**src/rtl/ara_resp_join.sv**
```systemverilog
// Joins per-cluster accelerator responses into one merged response towards CVA6.
// Each cluster's responses are buffered in a small FIFO and released together once all clusters have answered.
module ara_resp_join #(
    parameter int NrClusters   = 4,
    parameter int ResultWidth  = 64,
    parameter int TransIdWidth = 3,
    parameter int Depth        = 2
) (
    input  logic                               clk_i,
    input  logic                               rst_ni,
    input  logic [NrClusters-1:0]              resp_valid_i,
    output logic [NrClusters-1:0]              resp_ready_o,
    input  logic [NrClusters*ResultWidth-1:0]  resp_result_i,
    input  logic [NrClusters*TransIdWidth-1:0] resp_id_i,
    input  logic [NrClusters-1:0]              resp_exc_i,
    output logic                               out_valid_o,
    input  logic                               out_ready_i,
    output logic [ResultWidth-1:0]             out_result_o,
    output logic [TransIdWidth-1:0]            out_id_o,
    output logic                               out_exc_o,
    output logic                               id_error_o
);

    localparam int PtrW = $clog2(Depth);
    localparam int CntW = PtrW + 1;
    localparam logic [CntW-1:0] CntFull = CntW'(Depth);

    logic [NrClusters-1:0]   full;
    logic [NrClusters-1:0]   empty;
    logic [NrClusters-1:0]   push;
    logic [NrClusters-1:0]   head_exc;
    logic [ResultWidth-1:0]  head_res [NrClusters];
    logic [TransIdWidth-1:0] head_id  [NrClusters];
    logic                    pop;
    logic                    exc_any;
    logic                    id_mismatch;
    logic                    id_error;

    assign out_valid_o = &(~empty);
    assign pop         = out_valid_o && out_ready_i;

    for (genvar g = 0; g < NrClusters; g++) begin : g_fifo
        logic [ResultWidth-1:0]  res_mem [Depth];
        logic [TransIdWidth-1:0] id_mem  [Depth];
        logic                    exc_mem [Depth];
        logic [PtrW-1:0]         wptr;
        logic [PtrW-1:0]         rptr;
        logic [CntW-1:0]         cnt;

        // Ready is purely a function of the registered count, so a full FIFO refuses even when a pop happens.
        assign full[g]         = (cnt == CntFull);
        assign empty[g]        = (cnt == '0);
        assign push[g]         = resp_valid_i[g] && !full[g];
        assign resp_ready_o[g] = !full[g];
        assign head_res[g]     = res_mem[rptr];
        assign head_id[g]      = id_mem[rptr];
        assign head_exc[g]     = exc_mem[rptr];

        always_ff @(posedge clk_i or negedge rst_ni) begin
            if (!rst_ni) begin
                wptr <= '0;
                rptr <= '0;
                cnt  <= '0;
            end else begin
                if (push[g]) wptr <= wptr + PtrW'(1);
                if (pop)     rptr <= rptr + PtrW'(1);
                case ({push[g], pop})
                    2'b10:   cnt <= cnt + CntW'(1);
                    2'b01:   cnt <= cnt - CntW'(1);
                    default: cnt <= cnt;
                endcase
            end
        end

        always_ff @(posedge clk_i) begin
            if (push[g]) begin
                res_mem[wptr] <= resp_result_i[g*ResultWidth +: ResultWidth];
                id_mem[wptr]  <= resp_id_i[g*TransIdWidth +: TransIdWidth];
                exc_mem[wptr] <= resp_exc_i[g];
            end
        end
    end

    always_comb begin
        exc_any     = |head_exc;
        id_mismatch = 1'b0;
        for (int c = 1; c < NrClusters; c++) begin
            if (head_id[c] != head_id[0]) id_mismatch = 1'b1;
        end
    end

    always_ff @(posedge clk_i or negedge rst_ni) begin
        if (!rst_ni) begin
            id_error <= 1'b0;
        end else if (pop && id_mismatch) begin
            id_error <= 1'b1;
        end
    end

    // Storage is not reset; gating with valid keeps the data outputs at zero while nothing is joined.
    assign out_result_o = out_valid_o ? head_res[0] : '0;
    assign out_id_o     = out_valid_o ? head_id[0]  : '0;
    assign out_exc_o    = out_valid_o && exc_any;
    assign id_error_o   = id_error;

endmodule

```
**config.mk**
```make
export PLATFORM = sky130hd
export DESIGN_NAME = ara_resp_join
export DESIGN_NICKNAME = d
export VERILOG_FILES = /design/src/rtl/ara_resp_join.sv
export SDC_FILE = /design/constraint.sdc
export NUM_CORES = 1
export LEC_CHECK = 0
export ABC_CLOCK_PERIOD_IN_PS = 7200
export BUFFER_PORTS_ARGS = -buffer_cell sky130_fd_sc_hd__buf_2
export CAP_MARGIN = 20
export CORE_AREA = 5 5 135 137
export DETAILED_ROUTE_END_ITERATION = 10
export DIE_AREA = 0 0 140 142
export HOLD_SLACK_MARGIN = 0.08
export PLACE_DENSITY = 0.73
export SLEW_MARGIN = 20
export SYNTH_ARGS = -nofsm -noshare
export SYNTH_HDL_FRONTEND = slang
export SYNTH_SLANG_ARGS = --single-unit
```
**constraint.sdc**
```tcl
create_clock -name clk_i -period 7.2 [get_ports clk_i]
set_clock_uncertainty 0.1 [all_clocks]
set_input_delay 0 -clock clk_i [delete_from_list [all_inputs] [get_ports clk_i]]
set_output_delay 0 -clock clk_i [all_outputs]
set_load 0.005 [all_outputs]
```
==> run metrics, run 1 <==
Setup Total Neg Slack=0 ps; Clk pwr share=24.0%; YS warnings=0; Peak VDD IR=0.316 mV; crit path DAT=3160 ps; final antenna-violating net count=0; CP Launch Type=register; Mapped Nets=683; combinational fraction of design power=32.4%; Die Area=19,900 um^2; Internal=2.42 mW; initial antenna violation count=0; Pre-antenna DRT Iters=4; ranking of synthesized cells by area=edfxtp_1, mux2i_1, dfrtp_1, nor2_1, xnor2_1; FFs w/ async S/R, synth=9.60%; Net Switching=1.19 mW; crit-path max FO=39; Fmax achieved=338 MHz; register bit total from synthesis=177; GR Overflow Total=0; R2R Setup Slk=4240 ps; PD cells=389 nW/um^2; number of CTS-inserted buffers=17; RSZ-0062 raised after global routing=no; critical path class=reg2reg; Tightest Hold Check Type=in2reg; EDFF count, synth=160; core area=16,900 um^2; clock root cell=clkbuf_16; port bufs=160; Yosys top cell area share=70.8%; sequential area share after synthesis=77.1%; # setup viols final=0; post-route minimum period=2960 ps; sw frac=32.9%; sequential power share=43.6%; overall die height=142 um; largest net degree at the start of global routing=69; status=complete, no violations; CP max-delay cell=dfrtp_4; row count=48; Hold WS=191 ps; num ports=353; Syn Area/Cell=17.0 um^2; clock sink count=177; Worst slew margin=35.9%; Slew Viols, Final=0; synthesized cell area=6780 um^2; CP required=7400 ps; Overall Global Routing Usage=15.0%; post-synthesis cell type count=22; wire per inst=16.4 um; Placed Instances=770; most common cell in the netlist=edfxtp_1; worst-margin pin slew=962 ps; final period utilization=41.1%; share of cells above drive strength 1=30.0%; number of global-route vias before repair=4,651; CTS tree=yes; fin util=54.7%; first-pass GRT wire length=23,200 um; Hold Fails Final Rpt=0; Synth-to-Final Area Change=36.7%; H-tree Lvls=4; n_diodes=0; Iter 0 DRT Violations=135; largest area contributor in the netlist=edfxtp_1; leakage power=3.78 nW; list of most frequent post-synthesis cells=edfxtp_1, mux2i_1, nor2_1; Starting Density=40.0%; max capacitance violation total=0; Mapped Cells=400; Die Width=140 um; Setup crit end kind=register; Nets=934; Final Non-Filler Cells=889; Via-to-Cell Ratio=4.68; Longest Clk Path Bufs=2; via count=4,160; Detail Placement HPWL=9010 um; drt drc=0; Final Wtd Congestion=0.809; main flop type after synthesis=edfxtp_1; clock slew at reported path FFs=70 ps; crit path cell chain=buf_4 -> mux2i_1 -> or4_1 -> a222oi_1 -> o21bai_1; Max stage delay on crit path=770 ps; worst skew pair latency=420 ps; Detailed Route WL=14,600 um
==> logic make-up after synthesis <==
family	Yosys count	synth area share (%)
DFF	177	77.1
buffers and inverters	20	1.35
xor gates and xnor gates	20	2.58
muxes	80	11.8
AOI/OAI and AO/OA	5	0.646
adders and majority gates	4	0.738
and+or+nand+nor	94	5.77
==> critical path: cells and delay by family, from the launching register on <==
family / cells / cell delay, ps
flops: 1 / 770
compound gates: 2 / 520
simple gates: 1 / 550
mux: 1 / 210
buf+inv: 1 / 660
==> cell usage in the layout (no fill, tap or decap), drive strengths merged <==
cell type	instances
a222oi	1
a41oi	1
and3	4
buf	163
bufinv	1
clkbuf	18
clkinv	6
clkinvlp	4
dfrtp	17
dlygate4sd3	87
edfxtp	160
ha	4
inv	5
mux2i	80
nand2	5
nand2b	4
nand4	3
nor2	75
o21bai	1
o221ai	1
o22a	1
or4	3
xnor2	16
xor2	4
==> per-stage QoR <==
step                instance area (um^2)  power (mW)  setup WS (ps)
global placement                    7840        2.70           4270
finish                              9270        3.61           4240
floorplan                           6780        2.29           3100
CTS                                 9270        3.65           4210
detailed placement                  7840        2.74           4210
global route                        9270        3.84           4040
==> path summary, 6_finish.rpt <==
check | startpoint | endpoint | depth (start not counted)
max | g_fifo[0].rptr | id_error_o | 5
min | resp_result_i[49] | g_fifo[0].res_mem[0][49] | 2
max reg2reg | g_fifo[0].rptr | id_error_o | 5
min reg2reg | g_fifo[1].wptr | g_fifo[1].wptr | 1
max in group asynchronous | rst_ni | g_fifo[0].rptr | 3
min in group asynchronous | rst_ni | g_fifo[0].cnt[0] | 3
==> area by class of cell <==
| type | instances | area (um^2) |
|---|---|---|
| fill | 1360 | 7670 |
| multi-input combinational | 203 | 1490 |
| tap | 225 | 282 |
| timing repair buffer | 250 | 1690 |
| sequential | 177 | 5230 |
| clock inverter | 14 | 133 |
| clock buffer | 18 | 429 |
| inverter | 2 | 7.51 |
==> registers in the layout (all words and copies together) (netlist names) <==
name / cells
g_fifo.cnt: 8
g_fifo.wptr: 4
g_fifo.id_mem: 24
id_error_o: 1
g_fifo.exc_mem: 8
g_fifo.res_mem: 128
g_fifo.rptr: 4
==> routing by layer <==
| metal | vias to the layer above | track usage (%) | routed length, um |
|---|---|---|---|
| met3 | 20 | 4.47 | 827 |
| met5 | - | 0 | 0 |
| met2 | 149 | 27.3 | 7640 |
| met4 | 0 | 6.02 | 278 |
| li1 | 1983 | - | - |
| met1 | 2008 | 16.5 | 5810 |
==> power by group through the flow <==
| stage | Combinational, mW | Sequential [mW] | Clock (mW) |
|---|---|---|---|
| floorplan | 0.770 | 1.52 | 0 |
| global placement | 1.12 | 1.58 | 0 |
| detailed placement | 1.14 | 1.60 | 0 |
| CTS | 1.18 | 1.58 | 0.889 |
| global route | 1.30 | 1.60 | 0.939 |
| finish | 1.17 | 1.57 | 0.865 |
==> repair_timing <==
| action | in CTS | in global routing |
|---|---|---|
| hold buffers | 87 | 0 |
| resized for setup | 0 | 0 |
| buffers inserted | 0 | 0 |
| hold endpoints to repair | 216 | 0 |
No activity file was read; power rests on OpenSTA's default activity.
==> run 2, diff against run 1 <==
ABC_CLOCK_PERIOD_IN_PS = 2890   (was 7200)
CORE_AREA = 5 5 133 135   (was 5 5 135 137)
DIE_AREA = 0 0 138 140   (was 0 0 140 142)
PLACE_DENSITY = 0.75   (was 0.73)
clock period = 2.89 ns   (was 7.2 ns; I/O delays follow)
==> run 2 against run 1 <==
Non-clock buffer count grew 2; cell count shrank 0.56%; first-iteration DRC count grew 70%; combinational power grew to 2.6 times the previous value; critical path depth is the same; worst hold slack gained 11 ps; largest power group unchanged; register-to-register slack lost 3400 ps.
==> run metrics, run 2 (same netlist as run 1, synthesis figures left out) <==
biggest registers after layout=g_fifo.res_mem (128), g_fifo.id_mem (24); final antenna-violating net count=0; via count=4,214; Setup Total Neg Slack=0 ps; Final Wtd Congestion=0.775; leakage power=3.80 nW; pre-CTS setup slack=827 ps; clock slew at reported path FFs=60 ps; post-route minimum period=2250 ps; Post-CTS Setup Bufs=0; PD cells=973 nW/um^2; Peak VDD IR=0.558 mV; num ports=353; Placed Instances=767; largest net degree at the start of global routing=69; Via-to-Cell Ratio=4.77; H-tree Lvls=4; most frequent cells in the layout=edfxtp_1, buf_2, dlygate4sd3_1; number of global-route vias before repair=4,545; worst-margin pin slew=843 ps; Detail Placement HPWL=9020 um; max capacitance violation total=0; final period utilization=78.0%; Final Cell Area=9290 um^2; overall die height=140 um; initial antenna violation count=0; Slew Viols, Final=0; crit-path max FO=68; RSZ-0062 raised after global routing=no; CP Launch Type=register; # setup viols final=0; CTS tree=yes; GR Overflow Total=0; Net Switching=2.92 mW; core area=16,300 um^2; Die Area=19,300 um^2; status=complete, no violations; clock root cell=clkbuf_16; Clk pwr share=23.8%; clock sink count=177; worst skew pair latency=420 ps; wire per inst=17.0 um; Overall Global Routing Usage=15.8%; Detailed Route WL=15,000 um; Final Non-Filler Cells=884; crit path setup slack, layout=637 ps; Die Width=138 um; Setup crit end kind=primary output; sequential power share=42.4%; largest register by flop count=g_fifo.res_mem; number of CTS-inserted buffers=17; Worst slew margin=43.6%; crit path DAT=2150 ps; combinational fraction of design power=33.8%; Iter 0 DRT Violations=230; port bufs=160; placed cell areas=7870 um^2; CP required=2790 ps; drt drc=0; Pre-antenna DRT Iters=4; share of cells above drive strength 1=29.7%; Synth-to-Final Area Change=37.0%; first-pass GRT wire length=24,000 um; Hold Fails Final Rpt=0; Starting Density=41.5%; fin util=56.8%; Fmax achieved=444 MHz; critical path class=reg2out; Nets=936; sw frac=32.3%; Internal=6.13 mW; Filler Cell Count=1,298; n_diodes=0; max FFs per register=128; Longest Clk Path Bufs=2; Tightest Hold Check Type=in2reg; row count=47
## run 2: cell count changes in the layout (fill, tap and decap cells not counted), sizes merged
cell      change
buf           +2
inv           -3
clkbuf        +1
clkinvlp      -1
bufinv        +1
## run 2: final cells by class
| cell class | count | area (um^2) | share of cell area, % |
|---|---|---|---|
| flip-flops and latches | 177 | 5230 | 56.3 |
| repair buffers | 252 | 1730 | 18.7 |
| multi-input cells | 203 | 1490 | 16.0 |
| clock buffers | 19 | 433 | 4.66 |
| well taps | 220 | 275 | 2.96 |
| clock inverters | 11 | 118 | 1.27 |
| inverters | 2 | 7.51 | 0.0808 |
## run 2: through the flow
step	hold WS (ps)	power, mW
global placement	-149	6.79
floorplan	-396	5.68
CTS	175	9.15
finish	202	9.05
detailed placement	-140	6.89
global route	186	9.61
## run 2: per-layer routing
layer  wire [um]  GRT usage [%]
met1        5930           18.4
met2        7760           27.6
met3        1060           5.21
met4         289           5.62
met5           0              0
## run 2: worst max-delay path: stages, from the launching register on
cell and delay (ps):
dfrtp_1 430, o22a_1 250, o221ai_4 80, buf_4 630
nor2_1 150, buf_2 170
## run 2: final timing paths
check / from / end / slack (ps) / cells after the start
hold / removal: resp_result_i[39] / g_fifo[0].res_mem[1][39] / 200 / 2
setup reg to reg: g_fifo[0].cnt[0] / g_fifo[1].cnt[1] / 820 / 8
min in group asynchronous: rst_ni / g_fifo[3].wptr / 680 / 3
hold reg to reg: g_fifo[0].cnt[1] / g_fifo[0].cnt[1] / 400 / 1
max in group asynchronous: rst_ni / g_fifo[0].rptr / 1400 / 3
setup / recovery: g_fifo[0].cnt[0] / out_result_o[23] / 640 / 5
## run 2: power groups by stage
stage | sequential [mW] | combinational (mW) | clock [mW]
final | 3.84 | 3.06 | 2.15
after global routing | 3.90 | 3.37 | 2.34
after CTS | 3.83 | 3.11 | 2.21
after detailed placement | 3.88 | 3.01 | 0
after global placement | 3.84 | 2.95 | 0
after floorplan | 3.76 | 1.92 | 0
## run 2: repair_timing
item	in CTS	in global routing
resized for setup	0	0
setup endpoints to repair	0	0
endpoints found under the hold margin	214	0
hold buffers	87	0
